$ cat src/rtl/cpu_pkg.sv
// cpu_pkg: definitions shared by the stages of the simple CPU.
//   - ADDR_W / DATA_W : PC / memory address width and instruction width
//   - OP_*            : opcode values found in instr[15:12]
//   - ST_*            : fetch FSM state encoding
//   - opcode_of()     : extracts the opcode field from an instruction word
package cpu_pkg;

  localparam int ADDR_W = 8;
  localparam int DATA_W = 16;

  localparam logic [3:0] OP_LOAD  = 4'h1;
  localparam logic [3:0] OP_STORE = 4'h2;
  localparam logic [3:0] OP_ADD   = 4'h3;
  localparam logic [3:0] OP_HALT  = 4'h7;

  localparam logic [1:0] ST_IDLE      = 2'd0;
  localparam logic [1:0] ST_RUN       = 2'd1;
  localparam logic [1:0] ST_HALT_PEND = 2'd2;
  localparam logic [1:0] ST_HALTED    = 2'd3;

  function automatic logic [3:0] opcode_of(input logic [DATA_W-1:0] instr);
    return instr[DATA_W-1 -: 4];
  endfunction

endpackage

$ cat src/rtl/fetch_unit.sv
// fetch_unit: instruction fetch stage of the simple CPU.
// Owns the program counter, addresses RAM port A (asynchronous read), captures
// the returned word into the instruction register and offers it to execute
// over a valid/ready handshake. Supports run/stop, branch redirect with flush,
// halt-opcode detection and a saturating retired-instruction counter.
//
// Ports:
//   clk          in   clock, all state on the rising edge
//   rst_n        in   synchronous active-low reset
//   run          in   level, 1 = fetch enabled
//   imem_addr    out  RAM port A address (combinational copy of pc)
//   imem_data    in   RAM port A read data, valid in the same cycle
//   ir_valid     out  instruction register holds an unconsumed instruction
//   ir_ready     in   execute stage accepts ir_data this cycle
//   ir_data      out  fetched instruction
//   ir_pc        out  address ir_data was fetched from
//   redirect     in   branch taken: flush and load redirect_pc
//   redirect_pc  in   branch target
//   halted       out  halt instruction consumed, fetching stopped
//   retired      out  handshake count, saturating at 16'hFFFF
module fetch_unit
  import cpu_pkg::*;
#(
  parameter int               ADDR_W   = cpu_pkg::ADDR_W,
  parameter int               DATA_W   = cpu_pkg::DATA_W,
  parameter logic [ADDR_W-1:0] RESET_PC = '0,
  parameter logic [3:0]       HALT_OP  = cpu_pkg::OP_HALT
) (
  input  logic              clk,
  input  logic              rst_n,
  input  logic              run,
  output logic [ADDR_W-1:0] imem_addr,
  input  logic [DATA_W-1:0] imem_data,
  output logic              ir_valid,
  input  logic              ir_ready,
  output logic [DATA_W-1:0] ir_data,
  output logic [ADDR_W-1:0] ir_pc,
  input  logic              redirect,
  input  logic [ADDR_W-1:0] redirect_pc,
  output logic              halted,
  output logic [15:0]       retired
);

  logic [ADDR_W-1:0] pc;
  logic [1:0]        state;
  logic [1:0]        state_next;
  logic              handshake;
  logic              load;
  logic              load_halt;

  assign imem_addr = pc;
  assign handshake = ir_valid & ir_ready;

  // The IR refills when it is empty or being drained this cycle; a redirect
  // squashes the fetch because the word on imem_data belongs to the old path.
  assign load      = (state == ST_RUN) && (!ir_valid || ir_ready) && !redirect;
  assign load_halt = load && (imem_data[DATA_W-1 -: 4] == HALT_OP);

  // NOTE: every branch starts from the default assignment, so no latch can be
  // inferred when a state or condition is left out of the case.
  always_comb begin
    state_next = state;
    if (redirect) begin
      // In IDLE a redirect only moves the pc; elsewhere fetch restarts.
      if (state != ST_IDLE) state_next = run ? ST_RUN : ST_IDLE;
    end else begin
      case (state)
        ST_IDLE:      if (run) state_next = ST_RUN;
        ST_RUN: begin
          if (load_halt) state_next = ST_HALT_PEND;
          else if (!run) state_next = ST_IDLE;
        end
        ST_HALT_PEND: if (handshake) state_next = ST_HALTED;
        ST_HALTED:    state_next = ST_HALTED;
        default:      state_next = ST_IDLE;
      endcase
    end
  end

  // NOTE: sequential state uses non-blocking assignments so every flop samples
  // the pre-edge values; reset is synchronous, so it sits inside the clocked
  // branch and the sensitivity list holds only the clock.
  always_ff @(posedge clk) begin
    if (!rst_n) begin
      state    <= ST_IDLE;
      pc       <= RESET_PC;
      ir_valid <= 1'b0;
      ir_data  <= '0;
      ir_pc    <= '0;
      halted   <= 1'b0;
      retired  <= '0;
    end else begin
      state  <= state_next;
      halted <= (state_next == ST_HALTED);

      // A handshake coinciding with a redirect still retires the instruction.
      if (handshake && (retired != 16'hFFFF)) retired <= retired + 16'd1;

      if (redirect) pc <= redirect_pc;
      else if (load && !load_halt) pc <= pc + 1'b1;

      if (redirect && (state != ST_IDLE)) ir_valid <= 1'b0;
      else if (load)                      ir_valid <= 1'b1;
      else if (handshake)                 ir_valid <= 1'b0;

      if (load) begin
        ir_data <= imem_data;
        ir_pc   <= pc;
      end
    end
  end

endmodule

$ cat config.mk
export PLATFORM = sky130hd
export DESIGN_NAME = fetch_unit
export DESIGN_NICKNAME = d
export VERILOG_FILES = /design/src/rtl/cpu_pkg.sv /design/src/rtl/fetch_unit.sv
export SDC_FILE = /design/constraint.sdc
export NUM_CORES = 1
export LEC_CHECK = 0
export CORE_MARGIN = 10
export CORE_UTILIZATION = 35
export DETAILED_ROUTE_END_ITERATION = 6
export GPL_ROUTABILITY_DRIVEN = 0
export PLACE_DENSITY = 0.74
export REMOVE_ABC_BUFFERS = 1
export SYNTH_ARGS = -nofsm -noshare
export SYNTH_HDL_FRONTEND = slang
export SYNTH_SLANG_ARGS = --single-unit
$ cat constraint.sdc
create_clock -name clk -period 1.55 [get_ports clk]
set_input_delay 0.465 -clock clk [delete_from_list [all_inputs] [get_ports clk]]
set_output_delay 0.465 -clock clk [all_outputs]
set_load 0.05 [all_outputs]
Word level (Yosys, flattened, before mapping)
Index checks and enable logic that the tools add are counted.
- flip-flop bits (word level): 52
- latch bits: 0
- RAM bits: 0
- ROM bits: 0
- bits of input ports: 29
- output and inout bits: 50
- word-level logic and storage cells: 44
- memories: 0
- add/subtract/negate cells: 2
- multiply operators: 0
- divide/modulo/power cells: 0
- $lt $le $gt $ge: 0
- equal/unequal tests: 6
- shift-type cells: 0
- muxes and demuxes: 12
- bitwise gates (word level): 2
- reduce and logical (&&, ||, !) cells: 15
- operators by type and width (cell ; count):
    $add A16 B1 Y16 const B ; 1
    $mux W8 ; 2
    $ne A16 B16 Y1 const B ; 1
    $mux W2 ; 6
    $add A8 B1 Y8 const B ; 1
    $pmux W2 S4 ; 1
    $eq A2 B2 Y1 const B ; 3
    $logic_and A1 B1 Y1 ; 6
    $reduce_bool A2 Y1 ; 3
    $eq A4 B3 Y1 const B ; 1
    $logic_not A1 Y1 ; 3
    $mux W1 ; 3
    $eq A2 B1 Y1 const B ; 1
    $logic_not A2 Y1 ; 1
    $reduce_or A2 Y1 ; 1
    $and A1 B1 Y1 ; 1
    $logic_or A1 B1 Y1 ; 1
    $not A1 Y1 ; 1

Longest topological paths before layout
Gate-level depths: netlist of run 1.
- depth in word-level cells: 9
- depth in mapped cells: 7
- depth with buffers taken out: 5

Worst setup path before layout of run 1
Ideal clock, no wire load.
- kind: reg2reg
- start point: reg retired[7]
- end point: reg retired[14]
- data arrival time: 1880 ps
- slack: -476 ps
- cell stages (with the launch flop): 5
- path through: dfxtp_1 -> nand4_2 -> or4_4 -> o311ai_2 -> o41ai_1
- cells in the longest elaborated chain, start to end: 2
- elaborated cells on any way between the ends: 3
- those cells by class: add/sub (1); eq/ne (1); reduce/logical (1)
- RTL lines (what ; RTL line ; RTL):
    start: declaration ; fetch_unit.sv:41 ; output logic [15:0] retired
    start signal: assignment ; fetch_unit.sv:97 ; if (handshake && (retired != 16'hFFFF)) retired <= retired + 16'd1;
    branches (longest 2 deep; another with $add A16 B1 Y16) ; -- ;
Parallel ways; which one is timed is not known.
A chain may end at the register's enable or synchronous reset.

Worst setup path in the final report of run 1
- start point: reg retired[0]
- end point: reg retired[7]
The elaborated chain is that of the path after synthesis.

==> flow_summary.json, run 1 <==
{
  "status": "finished clean",
  "diodes": 0,
  "overflow": 0,
  "first_iter_violations": 67,
  "cts_tree": "built",
  "vias_per_cell": 5.32,
  "arrival_ns": 1.78,
  "routed_wl_mm": 7.74,
  "utilization_pct": 68.7,
  "peakVddDrop_mv": 0.550,
  "cts_max_level": 2,
  "fin_skew_ns": 0.00976,
  "grt_use_total_pct": 14.1,
  "maxSlewViolCount": 0,
  "setup.worst_path.start_class": "flip-flop",
  "cts_buffers": 5,
  "hold_depth": 3,
  "total_power_mw": 2.91,
  "reg2regPathDepth": 5,
  "cts-hold-fix-buffers": 0,
  "p_leak_nw": 1.67,
  "fp.dieH_um": 101,
  "clk_transition_reported_paths_ns": 0.10,
  "hp-class": "in -> reg",
  "antenna_found_initial": 0,
  "clock_path_buffers": 2,
  "rows": 29,
  "yosysSeqAreaShare_pct": 44.9,
  "crit_path_max_incr_delay_ns": 0.42,
  "drive_gt1_share_pct": 38.8,
  "crit_fanout": 6,
  "timing.final.hold_violations": 0,
  "worstSetupPathDepth": 5,
  "cts.sink_count": 52,
  "cpLargestDelayFamily": "simple AND/OR/NAND/NOR gates",
  "fmax_mhz": 647,
  "clock_latency_ns": 0.30,
  "pre_cts_slack_ns": -0.660,
  "wire_per_inst_um": 16.3,
  "rsz0062_at_grt": "yes",
  "setup_slack_ns": 0.00382,
  "fill_cells": 474,
  "clkPwrFrac_pct": 34.6,
  "critPathSlowestCell": "or4_4",
  "setup-violations-final": 0,
  "endpoint_kind": "flip-flop",
  "first_global_vias": 2494,
  "yosysTopAreaCellShare_pct": 44.9,
  "yosysTopAreaCell": "dfxtp_1",
  "relSlewSlack_pct": 73.4,
  "ys_async_sr_fraction_pct": 0,
  "p_int_mw": 2.19,
  "final_common_cell": "nand2_1",
  "sequential_cell_area_um2": 1060,
  "crit_chain": "buf_6 > nand4_1 > or2_4 > or4_4 > a21oi_2",
  "vias": 2531,
  "maxCapViolations": 0,
  "ys_warn_count": 0,
  "port_buffers": 78,
  "synth_cells": 277,
  "drtPass1Iterations": 4,
  "drc": 0,
  "period_share_pct": 99.8,
  "cp.required_ns": 1.78,
  "final_antenna_net_count": 0,
  "grt_start_max_net_pins": 25,
  "ys.flop_type": "dfxtp_1",
  "tightest_slew_ns": 0.397,
  "area_growth_pct": 88.9,
  "synthDistinctLibCells": 46,
  "final_area_um2": 4380,
  "final_cell_mix": "nand2_1 (58), buf_12 (52), buf_4 (45)",
  "post-route-min-period_ns": 1.55,
  "fp.dieArea_um2": 10300,
  "switching_share_pct": 24.9,
  "synth_area_um2": 2320,
  "initial_core_util_pct": 36.3,
  "avgSynthCellArea_um2": 8.38,
  "synth_area_leaders": "dfxtp_1 (45%), nand2_1 (9.5%), a21oi_1 (8.4%)",
  "p_comb_share_pct": 17.0,
  "place_area_um2": 4010,
  "coreArea_um2": 6390,
  "finalNetCount": 429,
  "powerDensity_nw_per_um2": 664,
  "ys_seq_elements": 52,
  "switchingPower_uw": 725,
  "path_buf_inv": 1,
  "power_frac_seq_pct": 48.4,
  "multi_input_area_um2": 1360,
  "fp.dieW_um": 101,
  "cts-root-buf": "clkbuf_8",
  "grt_pass1_wl_mm": 12.0,
  "synth_edf_count": 0,
  "num_io_pins": 79,
  "hpwl_mm": 5.58,
  "path_class": "reg -> reg"
}
-- repair_timing --
action                                  4_1_cts  5_1_grt
gates resized for setup                      17       46
gates cloned                                  0        0
pin swaps                                     7       15
setup buffers                                 1        4
endpoints found under the setup margin       46       44
-- cells by family (layout without fill, tap and decap cells) --
kind of cell	Yosys count	in the layout	synth area share (%)
DFF	52	52	44.9
adders and majority gates	2	2	1.08
xor gates and xnor gates	4	4	1.51
muxes	3	3	1.29
AOI/OAI and AO/OA	76	76	19.5
buffers and inverters	24	146	4.74
and+or+nand+nor	116	116	27.0
-- sequential cells by signal, indices dropped and copies added, names as in the netlist --
name / count
ir_data: 16
retired: 16
imem_addr: 8
ir_pc: 8
state: 2
halted: 1
ir_valid: 1
-- per-layer routing --
metal / up-vias / wire length, um / GRT usage (%)
li1: 1234 / - / -
met1: 1206 / 3170 / 16.0
met2: 83 / 3870 / 24.3
met3: 8 / 605 / 5.65
met4: 0 / 98 / 3.22
met5: - / 0 / 0
-- worst min-delay path, stage by stage --
cell and delay, ns:
dlymetal6s2s_1 0.13, nand2_1 0.06, a21oi_1 0.05
-- worst paths after layout --
path,from,to,slack (ns)
worst min-delay path,imem_data[14],ir_data[14],0.45
worst max-delay path,retired[0],retired[7],0.004
worst max register to register,retired[0],retired[7],0.004
worst min register to register,ir_data[15],ir_data[15],0.49
-- cells in the mapped netlist (3+ instances only) --
master	instances
inv_1	8
a31oi_1	4
nand3_1	8
xnor2_1	4
nand2_1	59
o21ai_0	15
nor2_1	5
or3_1	4
clkbuf_1	10
nor3_1	5
and3_1	3
o31ai_1	4
or4_1	3
o41ai_1	3
buf_2	4
mux2i_1	3
and4_1	4
dfxtp_1	52
nand4_1	4
a21oi_1	39
nor4_1	4
-- power by group through the flow --
stage	Clock [mW]	Combinational [mW]	Sequential, mW
final	1.01	0.495	1.41
after global placement	0	0.475	1.44
after CTS	1.03	0.490	1.41
after floorplan	0	0.0887	1.53
after global routing	1.09	0.525	1.41
after detailed placement	0	0.483	1.44
-- final cells by class --
class,count,share of cell area [%]
Timing Repair Buffer,130,39.2
Multi-Input combinational cell,201,30.9
Sequential cell,52,24.1
Clock buffer,7,2.20
Tap cell,77,2.20
Clock inverter,1,0.685
Inverter,8,0.685
-- metrics by stage --
stage	hold WS (ns)	setup TNS, ns	cells
final	0.445	0	476
after global routing	0.438	-0.315	476
after CTS	0.497	-0.00705	474
after detailed placement	0.484	-26.86	465
after global placement	0.480	-24.85	465
after floorplan	0.461	-14.58	261
Note: power is estimated with default switching activity, not from simulation.
==> inputs of run 2 (changes only) <==
CTS_CLUSTER_SIZE = 24   (was unset)
==> results of run 2 <==
The final DEF is identical to that of run 1; final timing and power are the same.
